## src/rtl/dispatch_scoreboard_if.sv

```systemverilog
// Issue / writeback bundle between the dispatch stage and the scoreboard.
// The dispatch side drives the issue_* fields and observes the ready,
// writeback and busy results; the scoreboard takes the opposite view.
interface dispatch_scoreboard_if #(
  parameter int unsigned LAT_W = 4
);
  logic             issue_valid;
  logic [4:0]       issue_rs1;
  logic [4:0]       issue_rs2;
  logic [4:0]       issue_rs3;
  logic             issue_use1;
  logic             issue_use2;
  logic             issue_use3;
  logic             issue_fp1;
  logic             issue_fp2;
  logic             issue_fp3;
  logic [4:0]       issue_rd;
  logic             issue_rd_we;
  logic             issue_rd_fp;
  logic [LAT_W-1:0] issue_lat;
  logic             issue_ready;
  logic             wb_valid;
  logic [4:0]       wb_rd;
  logic             wb_fp;
  logic             busy;

  modport master (
    output issue_valid, issue_rs1, issue_rs2, issue_rs3,
           issue_use1, issue_use2, issue_use3,
           issue_fp1, issue_fp2, issue_fp3,
           issue_rd, issue_rd_we, issue_rd_fp, issue_lat,
    input  issue_ready, wb_valid, wb_rd, wb_fp, busy
  );

  modport slave (
    input  issue_valid, issue_rs1, issue_rs2, issue_rs3,
           issue_use1, issue_use2, issue_use3,
           issue_fp1, issue_fp2, issue_fp3,
           issue_rd, issue_rd_we, issue_rd_fp, issue_lat,
    output issue_ready, wb_valid, wb_rd, wb_fp, busy
  );
endinterface

```

## src/rtl/dispatch_scoreboard.sv

```systemverilog
// Issue-control scoreboard for fixed-latency operations. Tracks pending
// writes to the integer and FPU register files, blocks dispatch on RAW,
// WAW and writeback-port conflicts, and schedules the single writeback port
// through a reservation shift register whose entry k completes k cycles out.
module dispatch_scoreboard #(
  parameter int unsigned MAX_LAT = 8,
  parameter int unsigned LAT_W   = $clog2(MAX_LAT + 1)
) (
  input logic                 clk,
  input logic                 rst,
  dispatch_scoreboard_if.slave bus
);

  typedef struct packed {
    logic       v;
    logic [4:0] rd;
    logic       fp;
  } entry_t;

  entry_t      resv     [MAX_LAT];
  entry_t      resv_nxt [MAX_LAT];
  logic [31:0] int_pend;
  logic [31:0] fp_pend;
  logic [31:0] int_pend_nxt;
  logic [31:0] fp_pend_nxt;

  logic raw;
  logic waw;
  logic lat_ok;
  logic slot_busy;
  logic ready;
  logic fire_wr;

  // Hazard evaluation from registered state and the presented instruction
  always_comb begin
    raw = (bus.issue_use1 & (bus.issue_fp1 ? fp_pend[bus.issue_rs1] : int_pend[bus.issue_rs1]))
        | (bus.issue_use2 & (bus.issue_fp2 ? fp_pend[bus.issue_rs2] : int_pend[bus.issue_rs2]))
        | (bus.issue_use3 & (bus.issue_fp3 ? fp_pend[bus.issue_rs3] : int_pend[bus.issue_rs3]));
    waw    = bus.issue_rd_fp ? fp_pend[bus.issue_rd] : int_pend[bus.issue_rd];
    lat_ok = (bus.issue_lat != '0) && (bus.issue_lat <= LAT_W'(MAX_LAT));
    // A latency of MAX_LAT lands in the slot refilled empty by the shift,
    // so only indices 1..MAX_LAT-1 can collide.
    slot_busy = 1'b0;
    for (int unsigned i = 1; i < MAX_LAT; i++) begin
      if (bus.issue_lat == LAT_W'(i)) slot_busy = resv[i].v;
    end
    ready   = ~raw & (~bus.issue_rd_we | (~waw & lat_ok & ~slot_busy));
    // Writes to integer register 0 are accepted but never tracked
    fire_wr = bus.issue_valid & ready & bus.issue_rd_we
            & (bus.issue_rd_fp | (bus.issue_rd != 5'd0));
  end

  // Next-state: shift reservations, insert new write, clear then set pending bits
  always_comb begin
    for (int unsigned i = 0; i < MAX_LAT - 1; i++) resv_nxt[i] = resv[i + 1];
    resv_nxt[MAX_LAT-1] = '0;
    if (fire_wr) begin
      for (int unsigned i = 0; i < MAX_LAT; i++) begin
        if (bus.issue_lat == LAT_W'(i + 1)) resv_nxt[i] = '{v: 1'b1, rd: bus.issue_rd, fp: bus.issue_rd_fp};
      end
    end
    int_pend_nxt = int_pend;
    fp_pend_nxt  = fp_pend;
    if (resv[0].v) begin
      if (resv[0].fp) fp_pend_nxt[resv[0].rd]  = 1'b0;
      else            int_pend_nxt[resv[0].rd] = 1'b0;
    end
    if (fire_wr) begin
      if (bus.issue_rd_fp) fp_pend_nxt[bus.issue_rd]  = 1'b1;
      else                 int_pend_nxt[bus.issue_rd] = 1'b1;
    end
    int_pend_nxt[0] = 1'b0;
  end

  // State registers; reset discards every in-flight write
  always_ff @(posedge clk or posedge rst) begin
    if (rst) begin
      resv     <= '{default: '0};
      int_pend <= '0;
      fp_pend  <= '0;
    end else begin
      resv     <= resv_nxt;
      int_pend <= int_pend_nxt;
      fp_pend  <= fp_pend_nxt;
    end
  end

  assign bus.issue_ready = ready;
  assign bus.wb_valid    = resv[0].v;
  assign bus.wb_rd       = resv[0].rd;
  assign bus.wb_fp       = resv[0].fp;
  assign bus.busy        = (|int_pend) | (|fp_pend);

endmodule
```

## src/flat_wrapper.sv

```systemverilog
// flat-port wrapper written by rule: the top's interface ports become plain ports
module dispatch_scoreboard_flat 
#(
  parameter int unsigned MAX_LAT = 8,
  parameter int unsigned LAT_W   = $clog2(MAX_LAT + 1)
)
  (clk, rst, bus_issue_valid, bus_issue_rs1, bus_issue_rs2, bus_issue_rs3, bus_issue_use1, bus_issue_use2, bus_issue_use3, bus_issue_fp1, bus_issue_fp2, bus_issue_fp3, bus_issue_rd, bus_issue_rd_we, bus_issue_rd_fp, bus_issue_lat, bus_issue_ready, bus_wb_valid, bus_wb_rd, bus_wb_fp, bus_busy);
  dispatch_scoreboard_if #(.LAT_W(LAT_W)) bus_i ();
  input logic clk;
  input logic rst;
  input wire logic [$bits(bus_i.issue_valid)-1:0] bus_issue_valid;
  input wire logic [$bits(bus_i.issue_rs1)-1:0] bus_issue_rs1;
  input wire logic [$bits(bus_i.issue_rs2)-1:0] bus_issue_rs2;
  input wire logic [$bits(bus_i.issue_rs3)-1:0] bus_issue_rs3;
  input wire logic [$bits(bus_i.issue_use1)-1:0] bus_issue_use1;
  input wire logic [$bits(bus_i.issue_use2)-1:0] bus_issue_use2;
  input wire logic [$bits(bus_i.issue_use3)-1:0] bus_issue_use3;
  input wire logic [$bits(bus_i.issue_fp1)-1:0] bus_issue_fp1;
  input wire logic [$bits(bus_i.issue_fp2)-1:0] bus_issue_fp2;
  input wire logic [$bits(bus_i.issue_fp3)-1:0] bus_issue_fp3;
  input wire logic [$bits(bus_i.issue_rd)-1:0] bus_issue_rd;
  input wire logic [$bits(bus_i.issue_rd_we)-1:0] bus_issue_rd_we;
  input wire logic [$bits(bus_i.issue_rd_fp)-1:0] bus_issue_rd_fp;
  input wire logic [$bits(bus_i.issue_lat)-1:0] bus_issue_lat;
  output wire logic [$bits(bus_i.issue_ready)-1:0] bus_issue_ready;
  output wire logic [$bits(bus_i.wb_valid)-1:0] bus_wb_valid;
  output wire logic [$bits(bus_i.wb_rd)-1:0] bus_wb_rd;
  output wire logic [$bits(bus_i.wb_fp)-1:0] bus_wb_fp;
  output wire logic [$bits(bus_i.busy)-1:0] bus_busy;
  assign bus_i.issue_valid = bus_issue_valid;
  assign bus_i.issue_rs1 = bus_issue_rs1;
  assign bus_i.issue_rs2 = bus_issue_rs2;
  assign bus_i.issue_rs3 = bus_issue_rs3;
  assign bus_i.issue_use1 = bus_issue_use1;
  assign bus_i.issue_use2 = bus_issue_use2;
  assign bus_i.issue_use3 = bus_issue_use3;
  assign bus_i.issue_fp1 = bus_issue_fp1;
  assign bus_i.issue_fp2 = bus_issue_fp2;
  assign bus_i.issue_fp3 = bus_issue_fp3;
  assign bus_i.issue_rd = bus_issue_rd;
  assign bus_i.issue_rd_we = bus_issue_rd_we;
  assign bus_i.issue_rd_fp = bus_issue_rd_fp;
  assign bus_i.issue_lat = bus_issue_lat;
  assign bus_issue_ready = bus_i.issue_ready;
  assign bus_wb_valid = bus_i.wb_valid;
  assign bus_wb_rd = bus_i.wb_rd;
  assign bus_wb_fp = bus_i.wb_fp;
  assign bus_busy = bus_i.busy;
  dispatch_scoreboard #(.MAX_LAT(MAX_LAT), .LAT_W(LAT_W)) u_core (.clk(clk), .rst(rst), .bus(bus_i));
endmodule
```

## config.mk

```make
export PLATFORM = sky130hd
export DESIGN_NAME = dispatch_scoreboard_flat
export DESIGN_NICKNAME = d
export VERILOG_FILES = /design/src/rtl/dispatch_scoreboard_if.sv /design/src/rtl/dispatch_scoreboard.sv /design/src/flat_wrapper.sv
export SDC_FILE = /design/constraint.sdc
export NUM_CORES = 1
export LEC_CHECK = 0
export ABC_CLOCK_PERIOD_IN_PS = 4850
export CAP_MARGIN = 20
export CORE_UTILIZATION = 50
export CTS_CLUSTER_DIAMETER = 60
export DETAILED_ROUTE_END_ITERATION = 7
export PLACE_DENSITY = 0.72
export SYNTH_ARGS = -nofsm -noshare
export SYNTH_HDL_FRONTEND = slang
export SYNTH_SLANG_ARGS = --single-unit
```

## constraint.sdc

```tcl
create_clock -name clk -period 4.85 [get_ports clk]
set_clock_uncertainty 0.15 [all_clocks]
set_input_delay 0.97 -clock clk [delete_from_list [all_inputs] [get_ports clk]]
set_output_delay 0.97 -clock clk [all_outputs]
set_load 0.02 [all_outputs]
```

==> flow_summary.toml <==
[run_status]
status = "complete, no violations"

[cells_and_area]
final_util = 0.608
nets = 760
ff_latch_area_sq_um = 2980
area_growth_pct = 18.8
drive_gt1_frac = 0.238
multiInputGateArea_sq_um = 4120
final_area_sq_um = 8800
final-instance-count-excl-fill = 923
nFillCells = 1186

[sta]
slew_viol_final = 0
relSlewSlack = 0.659
min_period_ps = 4790
fin_crit_sh = 0.987
setup_viol = 0
fin_tns_setup_ps = 0
worst_pin_slew_ps = 512
fmax_mhz = 209
finalHoldViolCount = 0
grt_setup_unrepaired = "false"

[yosys]
synth_cell_types = 57
synthArstFlopShare = 1.00
synth_seq_area_share = 0.402
synthCells = 671
synth_nets = 706
postSynthAreaPerCell_sq_um = 11.0
synth_top_area_frac = 0.402
synth_common_cells = "129 x o21ai_0, 119 x dfrtp_1, 64 x mux2i_1, 35 x mux4_2, 30 x nand2_1"
syn-cell-area_sq_um = 7410
ys_ff_latch = 119
yosys.area.top_type = "dfrtp_1"
synthTopCellsByArea = "dfrtp_1 40%, mux4_2 11%, o21ai_0 8.7%, mux2i_1 8.6%, mux2_4 4.3%"
synth_enable_flop_cells = 0
synth.most_common_cell = "o21ai_0"
yosysWarnings = 0
synthFlopType = "dfrtp_1"

[floorplan]
die_y_microns = 124
initial_core_util = 0.512
die_w_microns = 124
ioPinCount = 44
core_area_sq_um = 14500
fp.dieArea_sq_um = 15300
rows = 44

[pwr]
intPower_mw = 1.93
finalPower_mw = 2.52
p_comb_frac = 0.090
sw_frac_of_total = 0.231
p_leak_nw = 3.44
ir_drop_uv = 268
pwr-share-clk = 0.515
power.density_nw_per_um2 = 286
seqPwrFrac = 0.396
p_sw_mw = 0.581

[detailed_routing]
routed_wl_mm = 22.9
drcViolationCount = 0
viasPerCell = 6.83
wl_per_cell_microns = 24.8
dr.pass1.iters = 5
antenna_left = 0
drt-initial-drc-count = 685
vias = 6303

[worst_setup_path]
r2r_start = "u_core.fp_pend[2]$_DFF_PP0_"
cp_max_fo = 11
path_cells = "clkdlybuf4s50_1 > buf_12 > mux4_2 > mux2i_1 > nand3_1 > nand4_1 > nand4_1 > or2b_1 > a21oi_1 > clkdlybuf4s15_2"
crit_buf_inv = 3
cpPeakStageDelay_ps = 540
critical-path-top-delay-family = "buffers and inverters"
crit_slowest_cell = "clkdlybuf4s50_1"
critPathCaptureType = "primary output"
crit_type = "primary input to primary output"
critical_path.startpoint = "bus_issue_rs3[1]"
cp-start-kind = "primary input"
critical_path_required_ps = 3730
cp.arrival_ps = 3670
crit_top_cell = "nand4_1"

[cts]
numCtsBuffers = 17
cts_tree = "yes"
htree_num_levels = 4
ctsHoldBuffers = 0
clk_latency_ps = 410
cts.clk_slew.worst_paths_ps = 60
cts.path.max_buffers = 2
cts_root_buffer = "clkbuf_16"
cts_sinks = 119

[placement]
dp_hpwl_mm = 16.0
dp.cells = 889
portBuffers = 43
gp_congestion = 0.982
placed_area_sq_um = 8140

[global_route]
use_met2 = 0.520
grt_overflow = 0
grtUsageMet3 = 0.0710
grt_max_degree = 89
grt_pass1_wl_mm = 35.1
grt_usage = 0.315
antenna_found_initial = 1
top_usage_layer = "met2"
grtUsageMet1 = 0.384
grt_pass1_vias = 6349

[hold_path]
hold_path_class = "flop to flop"
hold_path.startpoint = "u_core.resv[44]$_DFF_PP0_"

[run]
cap_viol_max_count = 0
per-layer routing:
| layer | wire (microns) | up-vias |
|---|---|---|
| li1 | - | 2683 |
| met1 | 8650 | 3112 |
| met2 | 11100 | 424 |
| met3 | 2140 | 84 |
| met4 | 971 | 0 |
| met5 | 0 | - |
layout by cell type, fill, tap and decap left out, types with 13 or more instances in the layout:
cell             instances
mux4_2                  35
mux2_2                  27
nor2b_1                 13
clkdlybuf4s50_1         39
nand3_1                 16
nor2_1                  19
mux2i_1                 64
buf_4                   36
nor4_1                  15
mux2_4                  21
dfrtp_1                119
nand2_1                 30
clkbuf_16               17
nand2b_1                13
o21ai_0                129
sequential cells by signal (all words and copies together) (netlist names):
signal / cells
u_core.bus.wb_fp: 1
u_core.bus.wb_rd: 5
u_core.fp_pend: 32
u_core.resv: 49
u_core.bus.wb_valid: 1
u_core.int_pend: 31
kinds of logic after synthesis:
group / count (synthesis) / synth area share
buf+inv: 54 / 0.0430
compound gates: 176 / 0.135
mux: 148 / 0.280
flops: 119 / 0.402
simple gates: 174 / 0.141
stage by stage:
step / setup WS [ps] / hold slack [ps]
final: 62.0 / 320
after CTS: 56.5 / 323
after global placement: -363 / 292
after detailed placement: -398 / 297
after floorplan: 573 / 284
after global routing: 4.69 / 334
worst paths after layout:
check,to,slack (ps),cells after the start
min in group asynchronous,u_core.resv[30]$_DFF_PP0_,670,2
worst max register to register,u_core.resv[28]$_DFF_PP0_,1230,8
worst min-delay path,u_core.bus.wb_rd[1]$_DFF_PP0_,320,1
worst min register to register,u_core.bus.wb_rd[1]$_DFF_PP0_,320,1
worst max-delay path,bus_issue_ready,60,10
max in group asynchronous,u_core.int_pend[24]$_DFF_PP0_,2810,4
what timing repair did:
action | CTS | global route
pin swaps | 0 | 1
gates resized for setup | 4 | 3
buffers inserted | 0 | 0
setup endpoints to repair | 1 | 1
worst register-to-register path: stages (launching register included):
cell and delay [ps]:
dfrtp_1 490, mux4_1 540, mux2_2 270, or3_1 310, a31oi_1 160, or4b_1 210, and4b_1 410, and4bb_1 570
mux2_2 400
area by class of cell:
type | count | area share
multi-input cells | 498 | 0.468
flip-flops and latches | 119 | 0.338
repair buffers | 86 | 0.0951
clock buffers | 19 | 0.0514
well taps | 184 | 0.0262
clock inverters | 13 | 0.0190
inverters | 3 | 0.00156
diodes | 1 | 0.000284
power groups by stage:
stage                     sequential (mW)  clock (mW)  combinational, mW
after floorplan                      1.01           0              0.130
after global placement               1.01           0              0.217
after detailed placement             1.01           0              0.221
after CTS                           0.995        1.31              0.222
after global routing                0.995        1.36              0.241
final                               0.995        1.29              0.226
(Power assumes the default switching activity.)
==> variant 1, RTL diff (same flow settings) <==
Make the reset (`rst`) synchronous in one clocked block.
--- a/src/rtl/dispatch_scoreboard.sv
+++ b/src/rtl/dispatch_scoreboard.sv
@@ -73,7 +73,7 @@
   end
 
   // State registers; reset discards every in-flight write
-  always_ff @(posedge clk or posedge rst) begin
+  always_ff @(posedge clk) begin
     if (rst) begin
       resv     <= '{default: '0};
       int_pend <= '0;
Formal check against the unedited RTL: not equivalent (a bounded check fails within 4 cycles, from zero or initial values and one cycle with rst high; the reset may be asserted at any time).
==> variant 1 against the original RTL <==
Synthesized cell count rose by 13%; routed wire length rose by 3.7%; synthesized area fell by 2.4%; worst setup slack improved by 150 ps; sequential cell count did not move; total power fell by 5.2%; design area fell by 1.5%; largest cell class unchanged.
==> variant 1: results (changes against the original RTL) <==
| Metric | Value |
|---|---|
| Antenna cells | 0 (-1) |
| HPWL Detailed | 16800 microns (+4.7%) |
| Lkg Pwr | 0.00331 uW (-3.6%) |
| Vias in the first global route | 6665 (+5.0%) |
| Maximum vdd drop | 0.242 mV (-9.7%) |
| CP peak stage delay | 500 ps (-40 ps) |
| Tightest Pin Transition | 761 ps (+249 ps) |
| Initial antenna violation count | 0 (-1) |
| Via density | 6.67 (-2.3%) |
| Crit Reg-Reg Startpoint | u_core.int_pend[7] |
| Reg-to-reg endpoint | u_core.resv[45] |
| Routed WL | 23700 microns (+3.7%) |
| Gr usage total | 0.328 (+0.0128) |
| First-pass GRT wire length | 36600 microns (+4.3%) |
| First-iteration detailed-routing DRC count | 765 (+12%) |
| CP max-delay cell | mux4_2 |
| Fillers | 1191 (+0.42%) |
| Largest net degree at the start of global routing | 72 (-19%) |
| Met3 Routed Length | 2390 microns (+12%) |
| Detailed-router iteration count before antenna repair | 6 (+1) |
| Highest routed metal layer | met4 |
| Mapped Nets | 794 (+12%) |
| Async set or reset register ratio after synthesis | 0 (-1.00) |
| Synth area leaders | dfxtp_1 (33%), mux4_2 (16%), mux2i_1 (11%) |
| Post-Route M1 WL | 9010 microns (+4.1%) |
| CP arrival | 3520 ps (-150 ps) |
| Met2 wire length | 11100 microns (+0.42%) |
| Status | complete, no violations |
| Worst setup startpoint | bus_issue_rs1[1] |
variant 1: layer usage:
metal | up-vias | track usage
met2 | 454 | 0.519
met3 | 91 | 0.0790
met5 | - | 0
li1 | 2985 | -
met1 | 3214 | 0.406
met4 | 0 | 0.191
variant 1: power groups by stage:
stage | sequential [uW] | combinational [uW] | clock [uW]
after floorplan | 1000 | 137 | 0
after global placement | 1000 | 242 | 0
after detailed placement | 1000 | 246 | 0
after CTS | 982 | 247 | 1160
after global routing | 981 | 266 | 1210
final | 982 | 252 | 1150
variant 1: kinds of logic after synthesis:
group / share of synthesized area
AOI/OAI and AO/OA: 0.138
buffers and inverters: 0.0540
DFF: 0.329
muxes: 0.281
and+or+nand+nor: 0.197
variant 1: critical path, delay by kind of cell:
kind	cells	cell delay, ps
compound gates	2	390
buf+inv	5	1150
simple gates	2	210
mux	2	790
variant 1: how the worst min path moves through the flow:
stage | start | to | cells past startpoint | slack [ps]
after floorplan | u_core.resv[27] | u_core.resv[34] | 2 | 270
after global placement | u_core.resv[27] | u_core.resv[34] | 2 | 280
after detailed placement | u_core.resv[20] | u_core.resv[27] | 2 | 300
after CTS | u_core.resv[20] | u_core.resv[27] | 2 | 310
after global routing | u_core.resv[41] | u_core.resv[48] | 2 | 320
final | u_core.resv[20] | u_core.resv[27] | 2 | 300
variant 1: cell type report:
cell class | count | area share
Inverter | 17 | 0.00736
Tap cell | 180 | 0.0260
Clock inverter | 9 | 0.00894
Multi-Input combinational cell | 556 | 0.515
Clock buffer | 22 | 0.0535
Timing Repair Buffer | 108 | 0.114
Sequential cell | 119 | 0.275
variant 1: what timing repair did:
action / CTS / global route
endpoints found under the setup margin: 1 / 1
buffers inserted: 0 / 1
pin swaps: 1 / 1
gates resized for setup: 6 / 5
variant 1: through the flow:
| stage | instances | utilization | TNS (ps) | hold slack (ps) |
|---|---|---|---|---|
| after detailed placement | 978 | 0.579 | -356 | 297 |
| after CTS | 1009 | 0.618 | 0 | 306 |
| after global placement | 978 | 0.579 | -379 | 284 |
| final | 1011 | 0.620 | 0 | 299 |
| after floorplan | 759 | - | 0 | 275 |
| after global routing | 1011 | 0.620 | 0 | 318 |
==> variant 2, RTL diff (same settings) <==
Made on the original files. `MAX_LAT` is set to 8 in 2 places; all go to 4.
--- a/src/rtl/dispatch_scoreboard.sv
+++ b/src/rtl/dispatch_scoreboard.sv
@@ -3,7 +3,7 @@
 // WAW and writeback-port conflicts, and schedules the single writeback port
 // through a reservation shift register whose entry k completes k cycles out.
 module dispatch_scoreboard #(
-  parameter int unsigned MAX_LAT = 8,
+  parameter int unsigned MAX_LAT = 4,
   parameter int unsigned LAT_W   = $clog2(MAX_LAT + 1)
 ) (
   input logic                 clk,
--- a/src/flat_wrapper.sv
+++ b/src/flat_wrapper.sv
@@ -1,7 +1,7 @@
 // flat-port wrapper written by rule: the top's interface ports become plain ports
 module dispatch_scoreboard_flat 
 #(
-  parameter int unsigned MAX_LAT = 8,
+  parameter int unsigned MAX_LAT = 4,
   parameter int unsigned LAT_W   = $clog2(MAX_LAT + 1)
 )
   (clk, rst, bus_issue_valid, bus_issue_rs1, bus_issue_rs2, bus_issue_rs3, bus_issue_use1, bus_issue_use2, bus_issue_use3, bus_issue_fp1, bus_issue_fp2, bus_issue_fp3, bus_issue_rd, bus_issue_rd_we, bus_issue_rd_fp, bus_issue_lat, bus_issue_ready, bus_wb_valid, bus_wb_rd, bus_wb_fp, bus_busy);
Ports: changed (resized bus_issue_lat); port bits go from 44 to 43. The function was not compared with the original's and may differ.
==> variant 2 against the original RTL <==
Synthesized area is 11% lower; sequential cell count is 28 lower; routed wire length is 2.0% lower; critical path depth stayed put; worst setup slack better by 250 ps; non-clock buffer count is 2 higher; via count is 6.7% lower; design area is 13% lower; global-route usage is 3.4 points higher; total power is 27% lower; clock power is 34% lower; die area is 11% lower; highest routed layer unchanged.
==> variant 2: results (changes against the original RTL) <==
| Metric | Value |
|---|---|
| Routed len/inst | 27.3 microns (+10%) |
| Max_slew headroom | 0.619 (-0.0397) |
| Most frequent cells after synthesis | dfrtp_1 (91), o21ai_0 (64), mux2i_1 (49) |
| Synth Flop Type | dfrtp_1 |
| Crit Reg-Reg Startpoint | u_core.fp_pend[0] |
| First-iteration detailed-routing DRC count | 676 (-1.3%) |
| CTS root buf | clkbuf_16 |
| Synth area leaders | dfrtp_1 (35%), mux4_2 (14%), mux2i_1 (7.5%) |
| Final hold slack | 312 ps (-7.89 ps) |
| Top flop regs | u_core.fp_pend (32), u_core.int_pend (31), u_core.resv (21) |
| Async set or reset register ratio after synthesis | 1.00 (unchanged) |
| Yosys cell types | 56 (-1.8%) |
| CP peak stage delay | 490 ps (-50 ps) |
| Share of Yosys cell area claimed by the top area cell type | 0.346 (-0.0556) |
| Antenna cells | 0 (-1) |
| Routed WL | 22400 microns (-2.0%) |
| Number of post-CTS setup repair buffers | 0 (unchanged) |
| Initial antenna violation count | 0 (-1) |
| First-pass GRT wire length | 33900 microns (-3.3%) |
| Gr usage total | 0.349 (+0.0340) |
| GP Congestion | 0.956 (-2.7%) |
| Num CTS Buffers | 9 (-8) |
| Mapped Nets | 633 (-10%) |
| Largest net degree at the start of global routing | 37 (-58%) |
| WHS Path Cells | 1 (unchanged) |
| # H-tree levels | 3 (-1) |
| Number of nets in the layout | 680 (-11%) |
| Seq/Total Area, Yosys | 0.346 (-0.0556) |
| Vias | 5880 (-6.7%) |
| Hold_sp | u_core.resv[12] |
| Lkg Pwr | 0.00267 uW (-22%) |
| Vias in the first global route | 5843 (-8.0%) |
| Status | complete, no violations |
| Maximum vdd drop | 0.257 mV (-4.0%) |
| Hold crit path type | flip-flop to flip-flop |
| Reg2reg setup slack | 1510 ps (+280 ps) |
| Critical path's top delay family | buffers and inverters |
| Reg-to-reg endpoint | u_core.resv[17] |
| Worst skew pair latency | 350 ps (-60 ps) |
| Clk slew on worst S/H paths | 60 ps (about the same) |
| CP max-delay cell | mux4_2 |
| Crit-path max FO | 6 (-5) |
| Hold endpoint | u_core.resv[19] |
| Synth Warn # | 0 (unchanged) |
| HPWL Detailed | 15600 microns (-2.6%) |
| Fillers | 1055 (-11%) |
| Syn Area/Cell | 11.0 sq um (-0.41%) |
| Clk buf depth | 2 (unchanged) |
| R2r worst-path depth | 9 (+1) |
| PortBufs | 42 (-2.3%) |
| Cell count after placement | 806 (-9.3%) |
| Fraction of layout cells with a size suffix above 1 | 0.257 (+0.0184) |
| CP arrival | 3420 ps (-250 ps) |
[variant 2: changes by cell type after synthesis, moves of 15 or more]
| cell | change |
|---|---|
| o21ai_0 | -65 |
| o31ai_2 | +28 |
| mux2_4 | -21 |
| o31ai_1 | +31 |
| mux2i_1 | -15 |
| dfrtp_1 | -28 |
[variant 2: layer usage]
metal | up-vias | GRT usage | share of wire
met5 | - | 0 | 0
met3 | 101 | 0.0747 | 0.10
met1 | 2909 | 0.441 | 0.37
met2 | 423 | 0.562 | 0.47
li1 | 2447 | - | -
met4 | 0 | 0.189 | 0.054
[variant 2: how the worst max path moves through the flow]
| stage | end | slack, ps | cells past startpoint | from |
|---|---|---|---|---|
| finish | bus_issue_ready | 310 | 10 | bus_issue_rs1[1] |
| global route | bus_issue_ready | 120 | 10 | bus_issue_rs1[1] |
| CTS | bus_issue_ready | 160 | 10 | bus_issue_rs1[1] |
| detailed placement | bus_issue_ready | -160 | 9 | bus_issue_rs2[0] |
| global placement | bus_issue_ready | -110 | 10 | bus_issue_rs1[1] |
| floorplan | bus_issue_ready | 800 | 8 | bus_issue_rs2[0] |
[variant 2: per-stage QoR]
step,power (uW),setup slack [ps],utilization,area [sq um]
after floorplan,911,802,-,6580
after global placement,1000,-107,0.574,7300
after detailed placement,1000,-160,0.574,7300
after CTS,1840,156,0.602,7660
after global routing,1890,119,0.602,7650
final,1840,310,0.602,7650
[variant 2: cell families after synthesis]
group	share of synthesized area
adders and majority gates	0.00190
buffers and inverters	0.0591
muxes	0.256
and+or+nand+nor	0.146
DFF	0.346
AOI/OAI and AO/OA	0.191
[variant 2: what timing repair did]
action,4_1_cts,5_1_grt
endpoints found under the setup margin,1,1
hold buffers,0,0
gates resized for setup,2,3
[variant 2: worst register-to-register path, stage by stage (launching register included)]
cell,delay (ps)
dfrtp_1,520
mux4_2,500
nor2b_1,150
a2111oi_2,340
nor3_1,90
a32oi_2,230
nand4b_4,170
buf_4,200
and4bb_1,500
mux2_1,370
[variant 2: final cells by class]
cell class | instances | area (sq um) | share of cell area
multi-input cells | 444 | 3910 | 0.511
well taps | 172 | 215 | 0.0281
clock inverters | 5 | 125 | 0.0163
flip-flops and latches | 91 | 2280 | 0.298
clock buffers | 11 | 233 | 0.0304
inverters | 11 | 42.5 | 0.00556
repair buffers | 88 | 847 | 0.111
[variant 2: where the power goes]
| group | internal [uW] | switching, uW |
|---|---|---|
| Combinational | 99.2 | 133 |
| Sequential | 760 | 1.29 |
| Clock | 555 | 292 |
| Total | 1410 | 426 |
